==> src/rtl/flit_rx_unpacker_if.sv <==
// Flit link and word port of the receive-side unpacker.
// The slave side is the unpacker; the master side is the flit source and word consumer.
interface flit_rx_unpacker_if;
  logic [127:0] flit_rx;
  logic         flit_rx_vld;
  logic [31:0]  data_out;
  logic         data_out_vld;
  logic         data_out_rdy;

  modport slave (
    input  flit_rx,
    input  flit_rx_vld,
    input  data_out_rdy,
    output data_out,
    output data_out_vld
  );

  modport master (
    output flit_rx,
    output flit_rx_vld,
    output data_out_rdy,
    input  data_out,
    input  data_out_vld
  );
endinterface

==> src/rtl/flit_rx_unpacker.sv <==
// Buffers 128-bit flits from a non-stalling link in a small FIFO and serialises
// each one into four 32-bit words, low word first, on a valid/ready port.
module flit_rx_unpacker #(
  parameter int DEPTH = 4,
  parameter int CNT_W = 8,
  localparam int PTR_W = $clog2(DEPTH),
  localparam int LVL_W = PTR_W + 1
) (
  input  logic                 clk,
  input  logic                 rst_n,
  flit_rx_unpacker_if.slave    link,
  output logic                 overflow,
  output logic [CNT_W-1:0]     drop_cnt,
  output logic [LVL_W-1:0]     fifo_level
);

  localparam logic [LVL_W-1:0] FULL_LVL = LVL_W'(DEPTH);

  logic [127:0]     mem [DEPTH];
  logic [PTR_W-1:0] wr_ptr;
  logic [PTR_W-1:0] rd_ptr;
  logic [1:0]       word_idx;
  logic [LVL_W-1:0] count;
  logic [127:0]     head;

  logic not_empty;
  logic is_full;
  logic xfer;
  logic pop;
  logic push;
  logic drop;

  assign not_empty = (count != '0);
  assign is_full   = (count == FULL_LVL);
  assign xfer      = not_empty && link.data_out_rdy;
  assign pop       = xfer && (word_idx == 2'd3);
  // A full FIFO still accepts a flit when the final word of the head leaves this cycle.
  assign push      = link.flit_rx_vld && (!is_full || pop);
  assign drop      = link.flit_rx_vld && is_full && !pop;

  assign link.data_out_vld = not_empty;
  assign fifo_level        = count;

  always_comb begin
    head          = mem[rd_ptr];
    link.data_out = head[31:0];
    case (word_idx)
      2'd0: link.data_out = head[31:0];
      2'd1: link.data_out = head[63:32];
      2'd2: link.data_out = head[95:64];
      2'd3: link.data_out = head[127:96];
      default: link.data_out = head[31:0];
    endcase
  end

  // Payload storage carries no reset; it is only observed while count is non-zero.
  always_ff @(posedge clk) begin
    if (push) begin
      mem[wr_ptr] <= link.flit_rx;
    end
  end

  always_ff @(posedge clk or negedge rst_n) begin
    if (!rst_n) begin
      wr_ptr   <= '0;
      rd_ptr   <= '0;
      word_idx <= 2'd0;
      count    <= '0;
    end else begin
      if (push) begin
        wr_ptr <= wr_ptr + 1'b1;
      end
      if (xfer) begin
        word_idx <= word_idx + 2'd1;
      end
      if (pop) begin
        rd_ptr <= rd_ptr + 1'b1;
      end
      if (push && !pop) begin
        count <= count + 1'b1;
      end else if (pop && !push) begin
        count <= count - 1'b1;
      end
    end
  end

  always_ff @(posedge clk or negedge rst_n) begin
    if (!rst_n) begin
      overflow <= 1'b0;
      drop_cnt <= '0;
    end else begin
      overflow <= drop;
      if (drop && (drop_cnt != '1)) begin
        drop_cnt <= drop_cnt + 1'b1;
      end
    end
  end

endmodule

==> src/flat_wrapper.sv <==
// flat-port wrapper written by rule: the top's interface ports become plain ports
module flit_rx_unpacker_flat 
#(
  parameter int DEPTH = 4,
  parameter int CNT_W = 8,
  localparam int PTR_W = $clog2(DEPTH),
  localparam int LVL_W = PTR_W + 1
)
  (clk, rst_n, overflow, drop_cnt, fifo_level, link_flit_rx, link_flit_rx_vld, link_data_out_rdy, link_data_out, link_data_out_vld);
  flit_rx_unpacker_if link_i ();
  input  logic clk;
  input  logic rst_n;
  output logic overflow;
  output logic [CNT_W-1:0] drop_cnt;
  output logic [LVL_W-1:0] fifo_level;
  input wire logic [$bits(link_i.flit_rx)-1:0] link_flit_rx;
  input wire logic [$bits(link_i.flit_rx_vld)-1:0] link_flit_rx_vld;
  input wire logic [$bits(link_i.data_out_rdy)-1:0] link_data_out_rdy;
  output wire logic [$bits(link_i.data_out)-1:0] link_data_out;
  output wire logic [$bits(link_i.data_out_vld)-1:0] link_data_out_vld;
  assign link_i.flit_rx = link_flit_rx;
  assign link_i.flit_rx_vld = link_flit_rx_vld;
  assign link_i.data_out_rdy = link_data_out_rdy;
  assign link_data_out = link_i.data_out;
  assign link_data_out_vld = link_i.data_out_vld;
  flit_rx_unpacker #(.DEPTH(DEPTH), .CNT_W(CNT_W)) u_core (.clk(clk), .rst_n(rst_n), .link(link_i), .overflow(overflow), .drop_cnt(drop_cnt), .fifo_level(fifo_level));
endmodule
==> config.mk <==
export PLATFORM = sky130hd
export DESIGN_NAME = flit_rx_unpacker_flat
export DESIGN_NICKNAME = d
export VERILOG_FILES = /design/src/rtl/flit_rx_unpacker_if.sv /design/src/rtl/flit_rx_unpacker.sv /design/src/flat_wrapper.sv
export SDC_FILE = /design/constraint.sdc
export NUM_CORES = 1
export LEC_CHECK = 0
export CAP_MARGIN = 40
export CORE_ASPECT_RATIO = 2
export CORE_MARGIN = 10
export CORE_UTILIZATION = 45
export DETAILED_ROUTE_END_ITERATION = 12
export DONT_BUFFER_PORTS = 1
export PLACE_DENSITY = 0.64
export SLEW_MARGIN = 10
export SYNTH_ARGS = -nofsm -noshare
export SYNTH_HDL_FRONTEND = slang
export SYNTH_SLANG_ARGS = --single-unit
export TNS_END_PERCENT = 50
==> constraint.sdc <==
create_clock -name clk -period 5.05 [get_ports clk]
set_clock_uncertainty 0.05 [all_clocks]
set_input_delay 0.2525 -clock clk [delete_from_list [all_inputs] [get_ports clk]]
set_output_delay 0.2525 -clock clk [all_outputs]
set_load 0.02 [all_outputs]
* Yosys cells after proc, flatten, opt, wreduce, memory -nomap -nowiden
Memories as Yosys holds them, arrays and structs flattened.
Index checks and enable logic that the tools add are counted.
** Storage, ports and cells
- Latch bits :: 0
- Word-level logic and storage cells :: 38
- RAM bits :: 512
- Output and inout bits :: 45
- Input port bits :: 132
- Register bits :: 18
- Memories kept :: 1
- Bits in read-only memories :: 0
** Memory list
- u_core.mem :: words 4, bits a word 128, rd ports 1, clocked after Yosys merged registers in 0, wr ports 1, line flit_rx_unpacker.sv:19 : logic [127:0] mem [DEPTH];
** Cells by class
- Shift operators :: 0
- Magnitude comparators :: 0
- Reductions and logical operators :: 15
- Div/mod/pow operators :: 0
- Add/sub/neg operators :: 6
- Multipliers :: 0
- Muxes and demuxes :: 5
- Bitwise operators :: 0
- Equality and inequality tests :: 5
** Operator list (number)
- one-hot mux 32 bit (4 select lines) :: 1
- adder 8 x 1 -> 8 bit, second input constant :: 1
- logical AND 1 bit :: 8
- inequality test 8 bit, second input constant :: 1
- adder 2 x 1 -> 2 bit, second input constant :: 3
- two-way mux 3 bit :: 2
- equality test 2 bit, second input constant :: 2
- adder 3 x 1 -> 3 bit, second input constant :: 1
- equality test 3 bit, second input constant :: 1
- zero test 1 bit :: 3
- nonzero test 3 bit :: 1
- subtractor 3 x 1 -> 3 bit, second input constant :: 1
- equality test 2 x 1 -> 1 bit, second input constant :: 1
- zero test 2 bit :: 1
- two-way mux 1 bit :: 2
- nonzero test 2 bit :: 1
- logical OR 1 bit :: 1

* Logic depth before layout (Yosys ltp)
- Word-level depth :: 9
- Gate-level depth with buffers :: 10

* Worst setup path before layout
Ideal clock, no wire load.
- Kind :: register to register
- Start :: register u_core.word_idx[0]
- End :: memory u_core.mem[2][0], enable pin
- Cell stages (with the launch flop) :: 6
- Required time :: 4498 ps
- Arrival :: 4202 ps
- Path buffers :: 1
- Library setup time :: 502 ps
- Slack :: 295 ps
- Path through :: dfrtp_1 ha_1 buf_2 nand2_1 a31oi_1 and2_1
** On the way
- Word-level cells in the longest chain between the ends :: 6
** RTL lines
- start, declared :: line flit_rx_unpacker.sv:22 : logic [1:0] word_idx;
- start signal, assigned :: line flit_rx_unpacker.sv:74 : word_idx <= word_idx + 2'd1;
- equality test 2 bit :: line flit_rx_unpacker.sv:36 : assign pop = xfer && (word_idx == 2'd3);
- logical AND 1 bit :: line flit_rx_unpacker.sv:36
- logical OR 1 bit :: line flit_rx_unpacker.sv:38 : assign push = link.flit_rx_vld && (!is_full || pop);
- logical AND 1 bit :: line flit_rx_unpacker.sv:38
- net u_core.push :: line flit_rx_unpacker.sv:30 : logic push;
- two-way mux 1 bit :: line flit_rx_unpacker.sv:58 : if (push) begin
- two-way mux 1 bit (not written as such) :: line flit_rx_unpacker.sv:59 : mem[wr_ptr] <= link.flit_rx;
- end, declared :: line flit_rx_unpacker.sv:19
The timed path passes the listed nets, and every way through them passes these cells.

* Worst setup path after layout
- Start :: register u_core.word_idx[0]
- End :: output port link_data_out[0]
** On the way
- Word-level cells in the longest chain between the ends :: 2
- Elaborated cells between the ends (all ways) :: 5
- Classes of those cells :: eq/ne: 3; mux: 1; reduce/logical: 1
** RTL lines
- equality test 2 bit, or another cell as far along :: line flit_rx_unpacker.sv:47 : case (word_idx)
- one-hot mux 32 bit (4 select lines) * :: line flit_rx_unpacker.sv:47
- end, declared :: line flat_wrapper.sv:19 : output wire logic [$bits(link_i.data_out)-1:0] link_data_out;
Every way passes the cells marked *; elsewhere a longest branch is shown, timed or not.

==> flow_metrics.env <==
export IMPL_status="completed"
export IMPL_seq_area_sq_um=15800
export IMPL_synth_edff_count=512
export IMPL_wl_mm=48.2
export IMPL_ant_nets=0
export IMPL_hp_class="primary input to flip-flop"
export IMPL_fin_cells=1907
export IMPL_die_h_um=324
export IMPL_power_leakage_nw=8.33
export IMPL_peakVddDrop_uv=458
export IMPL_num_io_pins=177
export IMPL_clk_latency_ps=560
export IMPL_synth_nets=1305
export IMPL_clockBufferDepth=3
export IMPL_die_x_um=172
export IMPL_setup_violations=0
export IMPL_min_period_ps=3790
export IMPL_hpwl_mm=29.7
export IMPL_finalSetupTns_ps=0
export IMPL_drt_pass1_iterations=5
export IMPL_vias_per_cell=5.64
export IMPL_synth_seq_cells=530
export IMPL_yosysWarnings=0
export IMPL_nets=1448
export IMPL_final_fill_count=3577
export IMPL_grt_setup_unrepaired="no"
export IMPL_start_kind="flip-flop"
export IMPL_maxCapViolCount=0
export IMPL_vias=10758
export IMPL_root_buffer="clkbuf_16"
export IMPL_antenna_found_initial=3
export IMPL_grt_pass1_vias=11281
export IMPL_path_buf_inv=1
export IMPL_diodes=0
export IMPL_async_flop_share=0.0340
export IMPL_path_max_fanout=24
export IMPL_htreeDepth=2
export IMPL_track_usage=0.173
export IMPL_synth_avg_cell_area_sq_um=17.8
export IMPL_synthToLayoutAreaGrowth_pct=17.0
export IMPL_cp_slowest_cell="nor2_4"
export IMPL_grt_pass1_wl_mm=71.2
export IMPL_drc=0
export IMPL_numCtsBuffers=46
export IMPL_critPathTopFamily="simple AND/OR/NAND/NOR gates"
export IMPL_worst_pin_slew_ps=841
export IMPL_drt_iter0_drc=605
export IMPL_hold_viol_final=0
export IMPL_clock_sinks=530
export IMPL_coreArea_sq_um=45700
export IMPL_ys_types=39
export IMPL_cts_setup_buffers=0
export IMPL_dieArea_sq_um=55600
export IMPL_total_power_mw=14.2
export IMPL_placedCellCount=1689
export IMPL_relSlewSlack=0.438
export IMPL_netlist_instances=1162
export IMPL_end_kind="output pin"
export IMPL_cts_reportedPaths_clkPinSlew_ps=60
export IMPL_synthFlopType="edfxtp_1"
export IMPL_max_stage_delay_ps=740
export IMPL_start_util=0.454
export IMPL_ys_seq_area_frac=0.763
export IMPL_multiInputGateArea_sq_um=4510
export IMPL_routedWlPerCell_um=25.3
export IMPL_cts_tree="done"
export IMPL_gp_congestion=0.849
export IMPL_portBuffers=0
export IMPL_cp_arrival_ps=3490
export IMPL_fin_crit_sh=0.751
export IMPL_grt_max_degree=73
export IMPL_crit_required_ps=4750
export IMPL_fmax_mhz=264
export IMPL_path_cells="ha_2 -> buf_4 -> nand2b_2 -> nor2_4 -> a2111oi_2 -> a31oi_1"
export IMPL_syn_cell_area_sq_um=20700
export IMPL_path_class="flip-flop to output pin"
export IMPL_rows=111
export IMPL_power_density_nw_per_um2=584
export IMPL_drv_slew=0
export IMPL_layout_drive_gt1_share=0.111
export IMPL_globalRouteOverflowTotal=0
-- worst paths after layout --
kind	from	endpoint	slack, ps	depth (start not counted)
setup / recovery	u_core.word_idx[0]$_DFFE_PN0N_	link_data_out[0]	1260	6
hold / removal	link_data_out_rdy	u_core.overflow$_DFF_PN0_	90	3
setup reg to reg	u_core.word_idx[0]$_DFFE_PN0N_	u_core.mem[3][69]$_DFFE_PP_	1930	5
hold reg to reg	u_core.word_idx[0]$_DFFE_PN0N_	u_core.word_idx[0]$_DFFE_PN0N_	510	1
max in group asynchronous	rst_n	u_core.rd_ptr[0]$_DFFE_PN0N_	4110	3
min in group asynchronous	rst_n	u_core.overflow$_DFF_PN0_	460	2
-- kinds of logic after synthesis --
family          after synthesis  synth area share
fa+ha+maj                    11           0.00700
compound gates              138            0.0461
xor+xnor                     13           0.00549
simple gates                200            0.0425
mux                         198             0.115
buf+inv                      72            0.0208
flops                       530             0.763
-- cells in the final DEF, fill, tap and decap left out, types with 2 or more instances in the layout --
| master | count |
|---|---|
| a21o_1 | 20 |
| dfrtp_1 | 16 |
| bufinv_16 | 4 |
| clkinvlp_4 | 4 |
| buf_12 | 5 |
| buf_16 | 3 |
| clkbuf_1 | 8 |
| nor4_1 | 2 |
| o22ai_1 | 36 |
| nand3_1 | 23 |
| edfxtp_1 | 512 |
| a31oi_1 | 12 |
| nand2b_2 | 3 |
| mux4_2 | 32 |
| nor2_1 | 127 |
| mux2_2 | 4 |
| and3_1 | 3 |
| clkinv_2 | 6 |
| inv_1 | 7 |
| and2_4 | 4 |
| a41oi_1 | 19 |
| a211o_1 | 10 |
| dlygate4sd3_1 | 132 |
| dfrtp_4 | 2 |
| clkinv_1 | 8 |
| xnor2_1 | 5 |
| xor2_1 | 8 |
| a311oi_1 | 10 |
| clkbuf_8 | 4 |
| a21oi_1 | 29 |
| mux2i_1 | 162 |
| inv_2 | 2 |
| clkbuf_16 | 49 |
| clkinv_4 | 3 |
| nor3b_1 | 2 |
| nand2_1 | 27 |
| nor4_4 | 2 |
| buf_4 | 15 |
| ha_1 | 9 |
-- sequential cells by signal, summed over array words and instances (netlist names) --
signal             count
u_core.mem           512
u_core.drop_cnt        8
u_core.fifo_level      3
u_core.rd_ptr          2
u_core.word_idx        2
u_core.wr_ptr          2
u_core.overflow        1
-- repair_timing --
action | CTS | global route
setup endpoints to repair | 0 | 0
hold buffers | 131 | 1
hold endpoints to repair | 540 | 2
gates resized for setup | 0 | 0
-- cells in the mapped netlist (all sizes together), types with 4 or more instances --
cell / count / area share
nand3: 23 / 0.0055
ha: 10 / 0.0060
clkbuf: 10 / 0.0018
nand2b: 4 / 0.0013
a311oi: 10 / 0.0042
a21oi: 29 / 0.0070
edfxtp: 512 / 0.74
xnor2: 5 / 0.0021
xor2: 8 / 0.0034
inv: 8 / 0.0014
mux2: 4 / 0.0022
a21o: 20 / 0.0072
mux2i: 162 / 0.078
o22ai: 36 / 0.011
buf: 51 / 0.017
a211o: 10 / 0.0042
nor4: 4 / 0.0027
and2: 4 / 0.0012
nand2: 28 / 0.0051
a31oi: 12 / 0.0036
a41oi: 19 / 0.0080
mux4: 32 / 0.035
nor2: 128 / 0.023
dfrtp: 18 / 0.022
-- through the flow --
stage / worst slack [ps] / hold slack [ps] / instance area [sq um] / utilization
after global routing: 964 / 77.4 / 24300 / 0.531
after CTS: 1140 / 52.9 / 24200 / 0.531
after detailed placement: 1770 / -92.2 / 21400 / 0.468
after floorplan: 295 / -93.1 / 20700 / -
final: 1260 / 89.7 / 24300 / 0.531
after global placement: 1780 / -92.3 / 21300 / 0.466
-- tightest hold or removal path: stages --
cell	delay [ps]
nand2_1	130
nand4_4	210
inv_1	50
-- where the power goes --
group | internal, mW | leakage [nW] | switching (mW)
Sequential | 5.79 | 4.92 | 0.344
Combinational | 1.51 | 2.66 | 2.96
Clock | 2.04 | 0.749 | 1.53
-- layout make-up --
cell class,count,share of cell area
Tap cell,565,0.0291
Timing Repair Buffer,156,0.0672
Clock buffer,61,0.0540
Inverter,11,0.00170
Sequential cell,530,0.652
Multi-Input combinational cell,560,0.186
Clock inverter,24,0.00979
-- routing by layer --
metal,up-vias,share of wire,track usage
met4,6,0.033,0.0629
li1,4850,-,-
met1,5487,0.37,0.196
met3,90,0.056,0.0368
met5,-,0.00071,0
met2,325,0.54,0.313
(Power assumes the default switching activity.)
